<file path="src/rtl/sbox_cf_compress.sv">
// Masked S-box share compression: registers 27 expanded shares per coordinate, then folds them into 3 output shares.
// Latency: 2 cycles from input handshake to out_valid; one column per cycle when out_ready is high.
// Backpressure: out_ready low holds stage 2; stage 1 fills once, then in_ready drops until the stall clears.
//
// Ports:
//   clk, rst_n          - clock, asynchronous active-low reset
//   flush               - synchronous clear of both pipeline stages, column counter and layer_done
//   in_valid/in_ready   - input handshake for in_q0..in_q3 (27 expanded shares of coordinate functions 0..3)
//   out_y1..out_y3      - compressed output shares; bit f belongs to coordinate function f
//   out_valid/out_ready - output handshake
//   col_idx             - column index of the result on out_y*, wraps at NCOL
//   layer_done          - one-cycle pulse after the handshake of column NCOL-1
module sbox_cf_compress #(
    parameter int NCOL = 16,
    localparam int CW = (NCOL > 1) ? $clog2(NCOL) : 1
) (
    input  logic          clk,
    input  logic          rst_n,
    input  logic          flush,
    input  logic          in_valid,
    output logic          in_ready,
    input  logic [26:0]   in_q0,
    input  logic [26:0]   in_q1,
    input  logic [26:0]   in_q2,
    input  logic [26:0]   in_q3,
    output logic [3:0]    out_y1,
    output logic [3:0]    out_y2,
    output logic [3:0]    out_y3,
    output logic          out_valid,
    input  logic          out_ready,
    output logic [CW-1:0] col_idx,
    output logic          layer_done
);

    // Expanded share n belongs to output share (n mod 3) + 1; each octal digit covers one group of 3 shares.
    localparam logic [26:0] MASK_S1 = 27'o111111111;
    localparam logic [26:0] MASK_S2 = 27'o222222222;
    localparam logic [26:0] MASK_S3 = 27'o444444444;
    localparam logic [CW-1:0] LAST_COL = CW'(NCOL - 1);

    logic        s1_valid;
    logic        s2_valid;
    logic [26:0] s1_q0, s1_q1, s1_q2, s1_q3;
    logic        s1_move;
    logic        s2_load;
    logic        in_hs;
    logic        out_hs;
    logic [3:0]  y1_nxt, y2_nxt, y3_nxt;

    assign s1_move   = s1_valid & (~s2_valid | out_ready);
    assign in_ready  = ~flush & (~s1_valid | s1_move);
    assign in_hs     = in_valid & in_ready;
    // Flush wins over any transfer in the same cycle.
    assign s2_load   = s1_move & ~flush;
    assign out_hs    = s2_valid & out_ready & ~flush;
    assign out_valid = s2_valid;

    // Compression reads only the stage-1 registers, so no share mixing happens on raw inputs.
    always_comb begin
        y1_nxt = {^(s1_q3 & MASK_S1), ^(s1_q2 & MASK_S1), ^(s1_q1 & MASK_S1), ^(s1_q0 & MASK_S1)};
        y2_nxt = {^(s1_q3 & MASK_S2), ^(s1_q2 & MASK_S2), ^(s1_q1 & MASK_S2), ^(s1_q0 & MASK_S2)};
        y3_nxt = {^(s1_q3 & MASK_S3), ^(s1_q2 & MASK_S3), ^(s1_q1 & MASK_S3), ^(s1_q0 & MASK_S3)};
    end

    // Stage 1: raw share capture (glitch barrier).
    always_ff @(posedge clk or negedge rst_n) begin
        if (!rst_n) begin
            s1_valid <= 1'b0;
            s1_q0    <= '0;
            s1_q1    <= '0;
            s1_q2    <= '0;
            s1_q3    <= '0;
        end else begin
            if (flush)        s1_valid <= 1'b0;
            else if (in_hs)   s1_valid <= 1'b1;
            else if (s1_move) s1_valid <= 1'b0;
            // Data registers load only on an accepted column to keep share registers quiet otherwise.
            if (in_hs) begin
                s1_q0 <= in_q0;
                s1_q1 <= in_q1;
                s1_q2 <= in_q2;
                s1_q3 <= in_q3;
            end
        end
    end

    // Stage 2: compressed shares, column counter and layer pulse.
    always_ff @(posedge clk or negedge rst_n) begin
        if (!rst_n) begin
            s2_valid   <= 1'b0;
            out_y1     <= '0;
            out_y2     <= '0;
            out_y3     <= '0;
            col_idx    <= '0;
            layer_done <= 1'b0;
        end else begin
            if (flush)          s2_valid <= 1'b0;
            else if (s1_move)   s2_valid <= 1'b1;
            else if (out_ready) s2_valid <= 1'b0;
            if (s2_load) begin
                out_y1 <= y1_nxt;
                out_y2 <= y2_nxt;
                out_y3 <= y3_nxt;
            end
            if (flush) begin
                col_idx    <= '0;
                layer_done <= 1'b0;
            end else begin
                layer_done <= out_hs & (col_idx == LAST_COL);
                if (out_hs) col_idx <= (col_idx == LAST_COL) ? '0 : col_idx + 1'b1;
            end
        end
    end

endmodule

</file>
<file path="config.mk">
export PLATFORM = sky130hd
export DESIGN_NAME = sbox_cf_compress
export DESIGN_NICKNAME = d
export VERILOG_FILES = /design/src/rtl/sbox_cf_compress.sv
export SDC_FILE = /design/constraint.sdc
export NUM_CORES = 1
export LEC_CHECK = 0
export BUFFER_PORTS_ARGS = -buffer_cell sky130_fd_sc_hd__buf_4
export CORE_UTILIZATION = 54
export DETAILED_ROUTE_END_ITERATION = 10
export PLACE_DENSITY = 0.91
export SETUP_SLACK_MARGIN = 0.4
export SLEW_MARGIN = 20
export SYNTH_ARGS = -nofsm -noshare
export SYNTH_HDL_FRONTEND = slang
export SYNTH_SLANG_ARGS = --single-unit
</file>
<file path="constraint.sdc">
create_clock -name clk -period 2.1 [get_ports clk]
set_input_delay 0.315 -clock clk [delete_from_list [all_inputs] [get_ports clk]]
set_output_delay 0.315 -clock clk [all_outputs]
set_load 0.02 [all_outputs]
</file>
==> impl_results.md <==
- Status: finished, final reports clean
- H-tree depth: 4
- Count of different cell masters after synthesis: 21
- Synth Warn #: 0
- CTS buffer count: 17
- Top Family by Delay on Critical Path: flip-flops
- Least-Margin Pin Slew: ~0.68 ns
- Die W: 105 um
- Power per cell area: 1080 mW/mm2
- DRC Markers: 0
- Critical path launch point type: flip-flop
- Area of the mapped netlist: approximately 0.0057 mm2
- Minimum clock period: around 1.7 ns
- Slew headroom: approximately 55%
- Critical Path, Cell by Cell: nor2b_4 -> a21oi_4 -> buf_6
- Syn Inst Count: about 380
- Post-Syn Area per Cell: 14.9 um2
- First-pass GRT wire length: 18,000 um
- Sequential element share of the synthesized area: a little under three fifths
- Initial antenna violation count: 0
- RR Endpoint: s1_q2[6]
- Req. time, crit path: between 1.5 and 2 ns
- Synth area leaders: dfrtp_1 56%, mux2_2 17%, xnor2_1 7.3%, mux2_4 5.2%, xnor3_1 4.7%
- TritonCTS Sinks: around 130
- Final setup vio count: 0
- Setup WS pre-CTS: 0.372 ns
- Final WS setup: 0.415 ns
- Final #Nets: 640
- Initial core utilization: 55.7%
- Layout cells sized above 1: about half
- Setup TNS: 0 ns
- Layout area overhead: 30.4%
- IO Count: around 130
- Die ar.: 0.0110 mm2
- R2r setup slk: ~0.43 ns
- Top post-synthesis cells by count: 127 x dfrtp_1, 88 x mux2_2, 48 x xnor2_1, 26 x xor2_1, 20 x mux2_4
- 1st-iter DRT viols: roughly 120
- Crit-path max FO: 3
- Post-synthesis register bit count: approximately 130
- Vias: ~3,400
- Final hold violations: 0
- Clk_lat worst skew: approximately 0.5 ns
- Area share of the largest cell type after synthesis: ~56%
- DRT Pass-1 Iters: 4
- Slowest CP cell: dfrtp_2
- CTS tree: done
- Gr usage total: 21.5%
- Cell taking the most area after synthesis: dfrtp_1
- Tcrit/Tclk final: between 80% and 90%
- Wire per inst: 15.9 um
- Worst-case reg-to-reg path depth: 5
- Dpl hpwl: between 7000 and 8000 um
- Critical path arrival: ~1.4 ns
- Root Driver: clkbuf_8
- Core Footprint: approximately 0.010 mm2
- Die height: between 100 and 150 um
- Largest net degree at the start of global routing: around 130
- Layout fillers: 713
- Origin of the critical flop-to-flop path: out_valid
- Clock slew at reported path FFs: ~0.060 ns
- IR drop worst, VDD: approximately 600 uV
- Setup crit end kind: primary output
- Most common cell in the synthesized netlist: dfrtp_1
- CP Launch Point: out_valid
- I/O Buffers: around 130
- Final clock skew: slightly below 0.01 ns
- Vias per cell: a little over 5
- Share of flip-flops with an asynchronous set or reset: 100%
- Main flop type after synthesis: dfrtp_1
- Crit. path cell count: 3
- RSZ-0062 raised after global routing: true
- Hold Crit Class: input port to flip-flop
- Diodes inserted: 0
- Antenna Nets Post-Route: 0
- Crit path kind: flip-flop to primary output
- Site row count: 37
- Gpl congestion: 0.741
- Crit path capture: in_ready
- Post-synth EDFFs: 0
- Max incr delay on CP: 0.41 ns
- CTS Buffer Depth: 2
- Syn nets: ~500
- Buf/Inv on CP: 1
- Vias in the first global route: about 3,700
- FMAX: 593 MHz
- Routed WL: about 11,000 um
- Leak: between 3 and 4 nW
- Fin. max-slew vios: 0
- Gr ovfl total: 0
- Max-cap violations: 0
==> state kept, by name, summed over array words and instances, names as in the netlist <==
signal,count
layer_done,1
out_y3,4
s1_q0,27
s1_q2,27
s1_q3,27
out_y1,4
col_idx,4
out_y2,4
s1_valid,1
out_valid,1
s1_q1,27
==> metrics by stage <==
step | utilization, % | hold slack, ns | cells | cell area [um2] | total power (W)
CTS | 72.6 | 0.00842 | 675 | 7460 | 0.00815
global route | 72.6 | 0.0118 | 675 | 7460 | 0.00845
floorplan | - | 0.0194 | 384 | 5740 | 0.00472
detailed placement | 66.9 | 0.472 | 640 | 6880 | 0.00536
finish | 72.6 | 0.0377 | 675 | 7460 | 0.00805
global placement | 66.9 | 0.466 | 640 | 6880 | 0.00525
==> worst min path at each step <==
stage,from,endpoint,depth (start not counted)
floorplan,rst_n,col_idx[0],0
global placement,rst_n,s1_q1[16],2
detailed placement,out_y3[1],out_y3[1],2
CTS,in_q3[6],s1_q3[6],2
global route,in_q3[11],s1_q3[11],2
finish,in_q3[16],s1_q3[16],2
==> what timing repair did <==
| action | CTS | global route |
|---|---|---|
| endpoints found under the hold margin | 127 | 0 |
| gates resized for setup | 1 | 1 |
| cloned | 0 | 0 |
| hold buffers | 1 | 0 |
| pin swaps | 1 | 1 |
| buffers inserted | 2 | 0 |
| endpoints found under the setup margin | 40 | 96 |
==> layout by cell type (no fill, tap or decap), drive strengths merged, types with 3 or more instances in the layout <==
| cell type | count |
|---|---|
| nand2 | 17 |
| buf | 137 |
| clkinvlp | 3 |
| xnor3 | 12 |
| a21oi | 5 |
| xnor2 | 48 |
| clkbuf | 21 |
| nand3 | 3 |
| mux2 | 108 |
| nor2 | 5 |
| xor2 | 26 |
| dfrtp | 127 |
| clkinv | 6 |
| o21ai | 13 |
==> layer usage <==
metal	vias up	global-route usage [%]	part of all wire [%]
met1	1694	24.7	40
met3	8	6.43	5.6
met4	0	7.55	0.91
met2	101	37.9	53
met5	-	0	0
li1	1595	-	-
==> kinds of logic after synthesis <==
| group | after synthesis | share of synthesized area (%) |
|---|---|---|
| muxes | 108 | 22.6 |
| buffers and inverters | 15 | 1.73 |
| adders and majority gates | 1 | 0.219 |
| and+or+nand+nor | 29 | 2.25 |
| DFF | 127 | 55.5 |
| xor gates and xnor gates | 86 | 16.1 |
| AOI/OAI and AO/OA | 18 | 1.64 |
==> report_power, final <==
part	switching, W	leakage [nW]	internal (W)
sequential	0.000293	1.51	0.00288
combinational	0.000815	1.73	0.00134
clock	0.00102	0.267	0.00171
total	0.00212	3.51	0.00593
==> layout make-up <==
class,count,area (um2),share of cell area [%]
Sequential cell,127,3180,42.6
Multi-Input combinational cell,242,2460,33.0
Timing Repair Buffer,138,1090,14.6
Clock buffer,21,439,5.89
Tap cell,136,170,2.28
Clock inverter,11,116,1.56
==> worst reg2reg max path, delay by kind of cell (launching register included) <==
kind                   cells  cell delay (ns)
DFF                        1             0.36
muxes                      1             0.38
buffers and inverters      1             0.26
AOI/OAI and AO/OA          1             0.09
and+or+nand+nor            2             0.45
Note: power is estimated with default switching activity, not from simulation.
